--- src/rtl/pipeline_hazard_ctrl.sv ---
// Hazard detection, branch flush, memory wait-state stall FSM and saturating perf counters.
// Optional EXE-operand forwarding is enabled by defining HAZARD_FORWARDING_EN.
module pipeline_hazard_ctrl #(
  parameter int REG_ADDR_W  = 4,
  parameter int CNT_W       = 16,
  parameter int MEM_TIMEOUT = 64
) (
  input  logic                  clk,
  input  logic                  rst,
  input  logic                  id_valid,
  input  logic [REG_ADDR_W-1:0] id_src1,
  input  logic [REG_ADDR_W-1:0] id_src2,
  input  logic                  id_two_src,
  input  logic [REG_ADDR_W-1:0] exe_dest,
  input  logic [REG_ADDR_W-1:0] mem_dest,
  input  logic [REG_ADDR_W-1:0] wb_dest,
  input  logic                  exe_wb_en,
  input  logic                  mem_wb_en,
  input  logic                  wb_wb_en,
  input  logic                  exe_mem_read,
  input  logic [REG_ADDR_W-1:0] exe_src1,
  input  logic [REG_ADDR_W-1:0] exe_src2,
  input  logic                  branch_taken,
  input  logic                  mem_req,
  input  logic                  mem_ready,
  input  logic                  clr_cnt,
  output logic                  hazard,
  output logic                  mem_stall,
  output logic                  flush,
  output logic [1:0]            sel_src1,
  output logic [1:0]            sel_src2,
  output logic                  mem_err,
  output logic [CNT_W-1:0]      stall_cnt,
  output logic [CNT_W-1:0]      flush_cnt,
  output logic [CNT_W-1:0]      memwait_cnt
);

  localparam int WAIT_W = $clog2(MEM_TIMEOUT + 1);
  localparam logic [WAIT_W-1:0] TIMEOUT_V = WAIT_W'(MEM_TIMEOUT);

  typedef enum logic [0:0] {
    IDLE = 1'b0,
    WAIT = 1'b1
  } mem_state_t;

  mem_state_t        state_r;
  mem_state_t        state_nxt_s;
  logic [WAIT_W-1:0] wait_cnt_r;
  logic [WAIT_W-1:0] wait_cnt_nxt_s;
  logic              err_set_s;
  logic              stall_s;
  logic              raw_s;
  logic              mem_err_r;
  logic [CNT_W-1:0]  stall_cnt_r;
  logic [CNT_W-1:0]  flush_cnt_r;
  logic [CNT_W-1:0]  memwait_cnt_r;

  function automatic logic match(input logic [REG_ADDR_W-1:0] x,
                                 input logic [REG_ADDR_W-1:0] d,
                                 input logic                  en);
    return en & (x == d);
  endfunction

  function automatic logic [CNT_W-1:0] sat_inc(input logic [CNT_W-1:0] cnt,
                                               input logic             inc,
                                               input logic             clr);
    logic [CNT_W-1:0] res;
    if (clr) begin
      res = {CNT_W{1'b0}};
    end else if (inc && (cnt != {CNT_W{1'b1}})) begin
      res = cnt + CNT_W'(1);
    end else begin
      res = cnt;
    end
    return res;
  endfunction

  // Memory FSM state, wait counter and sticky timeout flag.
  always_ff @(posedge clk or posedge rst) begin
    if (rst) begin
      state_r    <= IDLE;
      wait_cnt_r <= {WAIT_W{1'b0}};
      mem_err_r  <= 1'b0;
    end else begin
      state_r    <= state_nxt_s;
      wait_cnt_r <= wait_cnt_nxt_s;
      mem_err_r  <= mem_err_r | err_set_s;
    end
  end

  // Memory FSM next state; ready wins over timeout, a dropped request aborts silently.
  always_comb begin
    state_nxt_s    = state_r;
    wait_cnt_nxt_s = wait_cnt_r;
    err_set_s      = 1'b0;
    case (state_r)
      IDLE: begin
        if (mem_req && !mem_ready) begin
          state_nxt_s    = WAIT;
          wait_cnt_nxt_s = WAIT_W'(1);
        end else begin
          state_nxt_s    = IDLE;
          wait_cnt_nxt_s = {WAIT_W{1'b0}};
        end
      end
      WAIT: begin
        if (!mem_req || mem_ready) begin
          state_nxt_s    = IDLE;
          wait_cnt_nxt_s = {WAIT_W{1'b0}};
        end else if (wait_cnt_r == TIMEOUT_V) begin
          state_nxt_s    = IDLE;
          wait_cnt_nxt_s = {WAIT_W{1'b0}};
          err_set_s      = 1'b1;
        end else begin
          state_nxt_s    = WAIT;
          wait_cnt_nxt_s = wait_cnt_r + WAIT_W'(1);
        end
      end
      default: begin
        state_nxt_s    = IDLE;
        wait_cnt_nxt_s = {WAIT_W{1'b0}};
      end
    endcase
  end

  // Memory FSM output: stall until ready, released on the timeout cycle.
  always_comb begin
    stall_s = 1'b0;
    case (state_r)
      IDLE:    stall_s = mem_req & ~mem_ready;
      WAIT:    stall_s = mem_req & ~mem_ready & (wait_cnt_r != TIMEOUT_V);
      default: stall_s = 1'b0;
    endcase
  end

  // No freeze is requested while the pipeline is held in reset.
  assign mem_stall = stall_s & ~rst;

`ifdef HAZARD_FORWARDING_EN
  // Only a load in EXE cannot be forwarded in time.
  assign raw_s = id_valid & exe_mem_read &
                 (match(id_src1, exe_dest, exe_wb_en) |
                  (id_two_src & match(id_src2, exe_dest, exe_wb_en)));

  assign sel_src1 = match(exe_src1, mem_dest, mem_wb_en) ? 2'd1 :
                    match(exe_src1, wb_dest, wb_wb_en)   ? 2'd2 : 2'd0;
  assign sel_src2 = match(exe_src2, mem_dest, mem_wb_en) ? 2'd1 :
                    match(exe_src2, wb_dest, wb_wb_en)   ? 2'd2 : 2'd0;
`else
  logic unused_fwd_s;

  assign raw_s = id_valid &
                 (match(id_src1, exe_dest, exe_wb_en) |
                  match(id_src1, mem_dest, mem_wb_en) |
                  (id_two_src & (match(id_src2, exe_dest, exe_wb_en) |
                                 match(id_src2, mem_dest, mem_wb_en))));

  assign sel_src1     = 2'd0;
  assign sel_src2     = 2'd0;
  assign unused_fwd_s = ^{exe_mem_read, exe_src1, exe_src2, wb_dest, wb_wb_en};
`endif

  assign hazard = raw_s & ~branch_taken & ~mem_stall;
  assign flush  = branch_taken & ~mem_stall;

  // Saturating performance counters; clear beats increment.
  always_ff @(posedge clk or posedge rst) begin
    if (rst) begin
      stall_cnt_r   <= {CNT_W{1'b0}};
      flush_cnt_r   <= {CNT_W{1'b0}};
      memwait_cnt_r <= {CNT_W{1'b0}};
    end else begin
      stall_cnt_r   <= sat_inc(stall_cnt_r, hazard, clr_cnt);
      flush_cnt_r   <= sat_inc(flush_cnt_r, flush, clr_cnt);
      memwait_cnt_r <= sat_inc(memwait_cnt_r, mem_stall, clr_cnt);
    end
  end

  assign mem_err     = mem_err_r;
  assign stall_cnt   = stall_cnt_r;
  assign flush_cnt   = flush_cnt_r;
  assign memwait_cnt = memwait_cnt_r;

endmodule

--- config.mk ---
export PLATFORM = sky130hd
export DESIGN_NAME = pipeline_hazard_ctrl
export DESIGN_NICKNAME = d
export VERILOG_FILES = /design/src/rtl/pipeline_hazard_ctrl.sv
export SDC_FILE = /design/constraint.sdc
export NUM_CORES = 1
export LEC_CHECK = 0
export ABC_AREA = 1
export BUFFER_PORTS_ARGS = -buffer_cell sky130_fd_sc_hd__buf_2
export CELL_PAD_IN_SITES_DETAIL_PLACEMENT = 0
export CELL_PAD_IN_SITES_GLOBAL_PLACEMENT = 2
export CORE_MARGIN = 5
export CORE_UTILIZATION = 32
export DETAILED_ROUTE_END_ITERATION = 16
export GPL_TIMING_DRIVEN = 0
export PLACE_DENSITY_LB_ADDON = 0.12
export SKIP_LAST_GASP = 1
export SLEW_MARGIN = 20
export SYNTH_ARGS = -nofsm -noshare
export SYNTH_HDL_FRONTEND = slang
export SYNTH_SLANG_ARGS = --single-unit
--- constraint.sdc ---
create_clock -name clk -period 4.03 [get_ports clk]
set_input_delay 0.403 -clock clk [delete_from_list [all_inputs] [get_ports clk]]
set_output_delay 0.403 -clock clk [all_outputs]
set_load 0.02 [all_outputs]
==> results of run 1 <==
metal layers:
metal  global-route usage  share of wire
met5                    0              0
met4               0.0595          0.014
met3               0.0295          0.030
met2                0.251           0.46
met1                0.215           0.49
power groups by stage:
stage / combinational, mW / clock [mW] / sequential, mW
after detailed placement: 0.154 / 0 / 0.602
after global routing: 0.172 / 0.742 / 0.595
after floorplan: 0.0874 / 0 / 0.609
after global placement: 0.149 / 0 / 0.603
final: 0.151 / 0.692 / 0.593
after CTS: 0.155 / 0.719 / 0.593
worst min-delay path: stages:
cell,delay [ps]
buf_2,80
nor2_1,80
nand2_1,90
inv_1,40
timing repair:
action / in CTS / in global routing
setup buffers: 0 / 0
hold buffers: 1 / 0
endpoints found under the hold margin: 9 / 0
final cells by class:
type	instances	area (µm²)	share of cell area
sequential	57	1430	0.299
timing repair buffer	78	418	0.0876
inverter	67	254	0.0532
multi-input combinational	409	2100	0.440
clock inverter	4	20.0	0.00420
clock buffer	11	243	0.0509
tap	147	184	0.0386
buffer	20	126	0.0265
synth_stat cells (2+ instances only):
cell type / count
a21oi_1: 5
a31o_2: 2
and3_1: 3
buf_1: 4
buf_2: 2
buf_4: 7
buf_6: 3
clkbuf_1: 4
dfrtp_1: 57
ha_1: 5
inv_1: 64
inv_2: 3
nand2_1: 142
nand2_2: 4
nand2_4: 2
nand3_1: 89
nand4_1: 14
nor2_1: 58
nor2_2: 4
nor3_1: 13
nor3_2: 3
nor3b_1: 3
o21ai_0: 3
o21ai_1: 3
o21bai_1: 3
o31ai_1: 6
or2_2: 3
xnor2_1: 10
xor2_1: 23
cells in the final DEF (no fill, tap or decap), types with 10 or more instances in the layout:
cell,count
nand3_1,89
xor2_1,23
nor3_1,13
nand2_1,142
buf_2,78
dfrtp_1,57
nand4_1,14
inv_1,63
nor2_1,58
xnor2_1,10
registers in the layout, summed over array words and instances, names as in the netlist:
| signal | cells |
|---|---|
| mem_err | 1 |
| memwait_cnt | 16 |
| wait_cnt_r | 7 |
| stall_cnt | 16 |
| flush_cnt | 16 |
| state_r | 1 |
per-stage QoR:
stage               hold slack (ps)  worst slack, ps   util
finish                          402             1570  0.399
global route                    454             1370  0.399
CTS                             388             1510  0.399
detailed placement              331             1980  0.376
global placement                457              316  0.374
floorplan                       456             1350      -
cells by family after synthesis:
family	after synthesis	synth area share
other	1	0.000963
adders and majority gates	5	0.0161
AOI/OAI and AO/OA	24	0.0395
xor gates and xnor gates	33	0.0743
DFF	57	0.366
buffers and inverters	87	0.0971
and+or+nand+nor	343	0.406
worst max path at each step:
| stage | from | to | slack [ps] |
|---|---|---|---|
| after CTS | rst | flush | 1510 |
| after detailed placement | rst | stall_cnt[4] | 1980 |
| after floorplan | rst | memwait_cnt[9] | 1350 |
| after global placement | rst | stall_cnt[5] | 320 |
| after global routing | rst | flush | 1370 |
| final | rst | flush | 1570 |
==> results.json, run 1 <==
{
  "outcome": "complete, no violations",
  "track_usage": 0.159,
  "antenna_found_initial": 0,
  "fin_cells": 793,
  "dieArea_um2": 14500,
  "vdd_ir_drop_max_mv": 0.144,
  "place_inst": 777,
  "worstSetupPathDepth": 8,
  "report.final.slew_viol_count": 0,
  "die-width_um": 120,
  "clkPwrFrac": 0.482,
  "leakagePower_nw": 2.58,
  "placed_cell_area_um2": 4500,
  "min-delay-start": "mem_ready",
  "rows": 40,
  "rsz0062_at_grt": "false",
  "syn_area_um2": 3890,
  "clock_sinks": 57,
  "ys_top_cells_by_area": "dfrtp_1 (37%), nand2_1 (14%), nand3_1 (11%)",
  "critPathLaunchType": "input port",
  "cts_tree": "yes",
  "maxSlewHeadroom": 0.621,
  "syn_inst": 550,
  "place_congestion": 0.779,
  "hold_end": "state_r",
  "cts_root_buf": "clkbuf_16",
  "synthArstFlopShare": 1.00,
  "synth_seq_cells": 57,
  "critPathMaxStageDelay_ps": 530,
  "p_int_mw": 1.06,
  "clk_path_buf_depth": 2,
  "cts.clk_slew.worst_paths_ps": 50,
  "holdPathStages": 4,
  "hold_path_class": "in2reg",
  "fmax_mhz": 407,
  "drive_gt1_frac": 0.201,
  "path_class": "in2out",
  "cp_common_cell": "buf_2",
  "num_vias": 3743,
  "vias_per_cell": 4.72,
  "drv_cap": 0,
  "routedWlPerCell_um": 13.8,
  "setup_viol": 0,
  "htree_levels": 3,
  "worst_slew_pin_slew_ps": 568,
  "min_period_ps": 2460,
  "ff2ff_path_depth": 11,
  "cts_made_buffers": 9,
  "sw_frac_of_total": 0.265,
  "synth-seq-area-share": 0.366,
  "crit_path_end_kind": "primary output",
  "drtIter0Drc": 199,
  "path_cells": "dlygate4sd3_1 -> buf_2 -> inv_4 -> buf_16 -> nand3_1 -> nand2_1 -> inv_1 -> buf_2",
  "avgSynthCellArea_um2": 7.08,
  "power_density_nw_per_um2": 301,
  "gr-total-overflow": 0,
  "path_delay_family": "buffers and inverters",
  "finalClockSkew_ps": 6.72,
  "cp_slowest_cell": "dlygate4sd3_1",
  "synth_ff_type": "dfrtp_1",
  "pwr-share-seq": 0.413,
  "synth-edff-count": 0,
  "post-route-period-util": 0.610,
  "tns_ps": 0,
  "port_buffers": 76,
  "cp_data_required_time_ps": 3630,
  "power_switching_mw": 0.381,
  "yosysWarnings": 0,
  "fillers": 1334,
  "grt_pass1_vias": 3620,
  "grt_pass1_wl_um": 18500,
  "drcViolationCount": 0,
  "hold_viol": 0,
  "cts_resized": 0,
  "synth_top_area_frac": 0.366,
  "coreArea_um2": 12000,
  "p_comb_frac": 0.105,
  "synth_cell_types": 37,
  "pin_count": 96,
  "ff2ff_setup_slack_ps": 2050,
  "hpwl_um": 8200,
  "area_growth_pct": 22.6,
  "arrival_ps": 2050,
  "rr_startpoint": "flush_cnt[0]",
  "firstDrtPassIters": 4,
  "rr_endpoint": "flush_cnt[9]",
  "final_area_um2": 4770,
  "p_total_mw": 1.44,
  "ant_nets": 0,
  "critical_path_buf_inv_count": 6,
  "finalNetCount": 687,
  "grt_max_degree": 50,
  "clkLatencyLatePin_ps": 330,
  "cp_max_fo": 49,
  "die_y_um": 120,
  "start_util": 0.325,
  "num_antenna_cells": 0,
  "drt-total-wl_um": 11000,
  "synth.largest_area_cell": "dfrtp_1"
}
Power figures use the tool's default switching activity.
==> inputs of run 2 (changes only) <==
--- a/config.mk
+++ b/config.mk
@@ -10,7 +10,7 @@
 export CELL_PAD_IN_SITES_DETAIL_PLACEMENT = 0
 export CELL_PAD_IN_SITES_GLOBAL_PLACEMENT = 2
 export CORE_MARGIN = 5
-export CORE_UTILIZATION = 32
+export CORE_UTILIZATION = 29
 export DETAILED_ROUTE_END_ITERATION = 16
 export GPL_TIMING_DRIVEN = 0
 export PLACE_DENSITY_LB_ADDON = 0.12
==> constraint.sdc (replaced) <==
create_clock -name clk -period 2.3 [get_ports clk]
set_input_delay 0.23 -clock clk [delete_from_list [all_inputs] [get_ports clk]]
set_output_delay 0.23 -clock clk [all_outputs]
set_load 0.02 [all_outputs]
==> results.json, run 2 (synthesized netlist as in run 1, its figures left out) <==
{
  "critPathLaunchType": "input port",
  "crit_path_end_kind": "primary output",
  "place_congestion": 0.801,
  "finalClockSkew_ps": 4.48,
  "cp_slowest_cell": "dlygate4sd3_1",
  "p_comb_frac": 0.101,
  "drt-total-wl_um": 11500,
  "clkLatencyLatePin_ps": 330,
  "grt_pass1_vias": 3733,
  "postCtsSetupBuffers": 0,
  "clkPwrFrac": 0.510,
  "placed_cell_area_um2": 4550,
  "hold_viol": 0,
  "setup_viol": 0,
  "pin_count": 96,
  "cp_common_cell": "buf_2",
  "area_growth_pct": 24.7,
  "finalNetCount": 688,
  "start_util": 0.295,
  "final_cell_mix": "nand2_1 (142), nand3_1 (89), buf_2 (78)",
  "grt_pass1_wl_um": 19300,
  "rows": 42,
  "leakagePower_nw": 2.60,
  "cts_tree": "yes",
  "track_usage": 0.150,
  "p_total_mw": 2.68,
  "ff2ff_path_depth": 11,
  "die-width_um": 126,
  "antenna_found_initial": 0,
  "cp_max_fo": 30,
  "hold_path_class": "in2reg",
  "power_switching_mw": 0.708,
  "gr-total-overflow": 0,
  "p_int_mw": 1.97,
  "cts.clk_slew.worst_paths_ps": 50,
  "die_y_um": 126,
  "min_period_ps": 2060,
  "path_delay_family": "buffers and inverters",
  "critPathMaxStageDelay_ps": 520,
  "num_vias": 3811,
  "rr_endpoint": "flush_cnt[9]",
  "num_antenna_cells": 0,
  "clock_sinks": 57,
  "grt_max_degree": 31,
  "hold_slack_ps": 211,
  "cts_root_buf": "clkbuf_16",
  "dieArea_um2": 15800,
  "cp_data_required_time_ps": 2070,
  "report.final.slew_viol_count": 0,
  "dp_slack_ps": 340,
  "htree_levels": 3,
  "drv_cap": 0,
  "final_core_util": 0.368,
  "firstDrtPassIters": 4,
  "drtIter0Drc": 292,
  "path_cells": "dlygate4sd3_1 -> buf_2 -> clkinvlp_4 -> buf_12 -> nand3_1 -> nand2_1 -> a21oi_1 -> buf_2",
  "coreArea_um2": 13200,
  "crit_path_start": "rst",
  "ff2ff_setup_slack_ps": 310,
  "vias_per_cell": 4.63,
  "rsz0062_at_grt": "false",
  "critical_path_buf_inv_count": 5,
  "cts_made_buffers": 9,
  "arrival_ps": 1830,
  "fillers": 1462,
  "finalWorstSetupSlack_ps": 244,
  "drive_gt1_frac": 0.205,
  "sw_frac_of_total": 0.265,
  "post-route-period-util": 0.894,
  "rr_startpoint": "flush_cnt[0]",
  "power_density_nw_per_um2": 551,
  "clk_path_buf_depth": 2,
  "worst_slew_pin_slew_ps": 607,
  "drcViolationCount": 0,
  "port_buffers": 76,
  "maxSlewHeadroom": 0.595,
  "fmax_mhz": 486,
  "final_area_um2": 4850,
  "vdd_ir_drop_max_mv": 0.303,
  "hpwl_um": 8470,
  "routedWlPerCell_um": 14.0,
  "path_class": "in2out",
  "pwr-share-seq": 0.388,
  "worstSetupPathDepth": 8,
  "outcome": "complete, no violations",
  "ant_nets": 0,
  "cts_resized": 0,
  "layout_commonest_cell": "nand2_1",
  "endpoint": "hazard"
}
[run 2: cell types whose count changed in the layout (fill, tap and decap cells not counted), sizes merged]
| cell | before | now |
|---|---|---|
| clkinvlp | 0 | 2 |
| buf | 93 | 94 |
| bufinv | 0 | 1 |
| clkbuf | 15 | 14 |
| inv | 67 | 66 |
[run 2: how the worst min path moves through the flow]
stage / startpoint / endpoint / slack [ps] / cells after the start
5_1_grt: mem_ready / wait_cnt_r[0] / 240 / 4
4_1_cts: mem_ready / mem_err / 200 / 4
3_5_place_dp: rst / wait_cnt_r[2] / 140 / 2
2_1_floorplan: rst / flush_cnt[0] / 320 / 1
6_report: mem_ready / mem_err / 210 / 4
3_3_place_gp: mem_err / mem_err / 450 / 1
[run 2: cell type report]
| class | instances | area [µm²] | area share |
|---|---|---|---|
| plain buffers | 20 | 126 | 0.0260 |
| clock buffers | 10 | 239 | 0.0492 |
| clock inverters | 6 | 57.6 | 0.0119 |
| inverters | 67 | 255 | 0.0526 |
| multi-input cells | 409 | 2100 | 0.432 |
| flip-flops and latches | 57 | 1430 | 0.294 |
| well taps | 176 | 220 | 0.0454 |
| repair buffers | 79 | 430 | 0.0887 |
[run 2: stage by stage]
stage	instances	setup TNS (ps)
finish	824	0
global route	824	0
CTS	824	0
detailed placement	807	0
global placement	805	-36060
floorplan	553	0
[run 2: what timing repair did]
action | in CTS | in global routing
endpoints found under the setup margin | 0 | 0
hold buffers | 1 | 0
endpoints found under the hold margin | 35 | 0
[run 2: worst reg2reg max path: cells and delay by family (launching register included)]
| kind | cells | cell delay, ps |
|---|---|---|
| AOI/OAI and AO/OA | 1 | 60 |
| adders and majority gates | 1 | 240 |
| buffers and inverters | 1 | 150 |
| DFF | 1 | 460 |
| and+or+nand+nor | 8 | 950 |
[run 2: power by group through the flow]
stage	clock, mW	sequential, mW	combinational, mW
after global placement	0	1.06	0.265
final	1.36	1.04	0.271
after CTS	1.41	1.04	0.278
after floorplan	0	1.07	0.153
after detailed placement	0	1.06	0.276
after global routing	1.45	1.04	0.307
[run 2: layer usage]
metal | track usage | wire [µm] | up-vias
li1 | - | - | 1947
met1 | 0.207 | 5750 | 1781
met2 | 0.234 | 5220 | 70
met3 | 0.0364 | 416 | 13
met4 | 0.0461 | 151 | 0
met5 | 0 | 0 | -
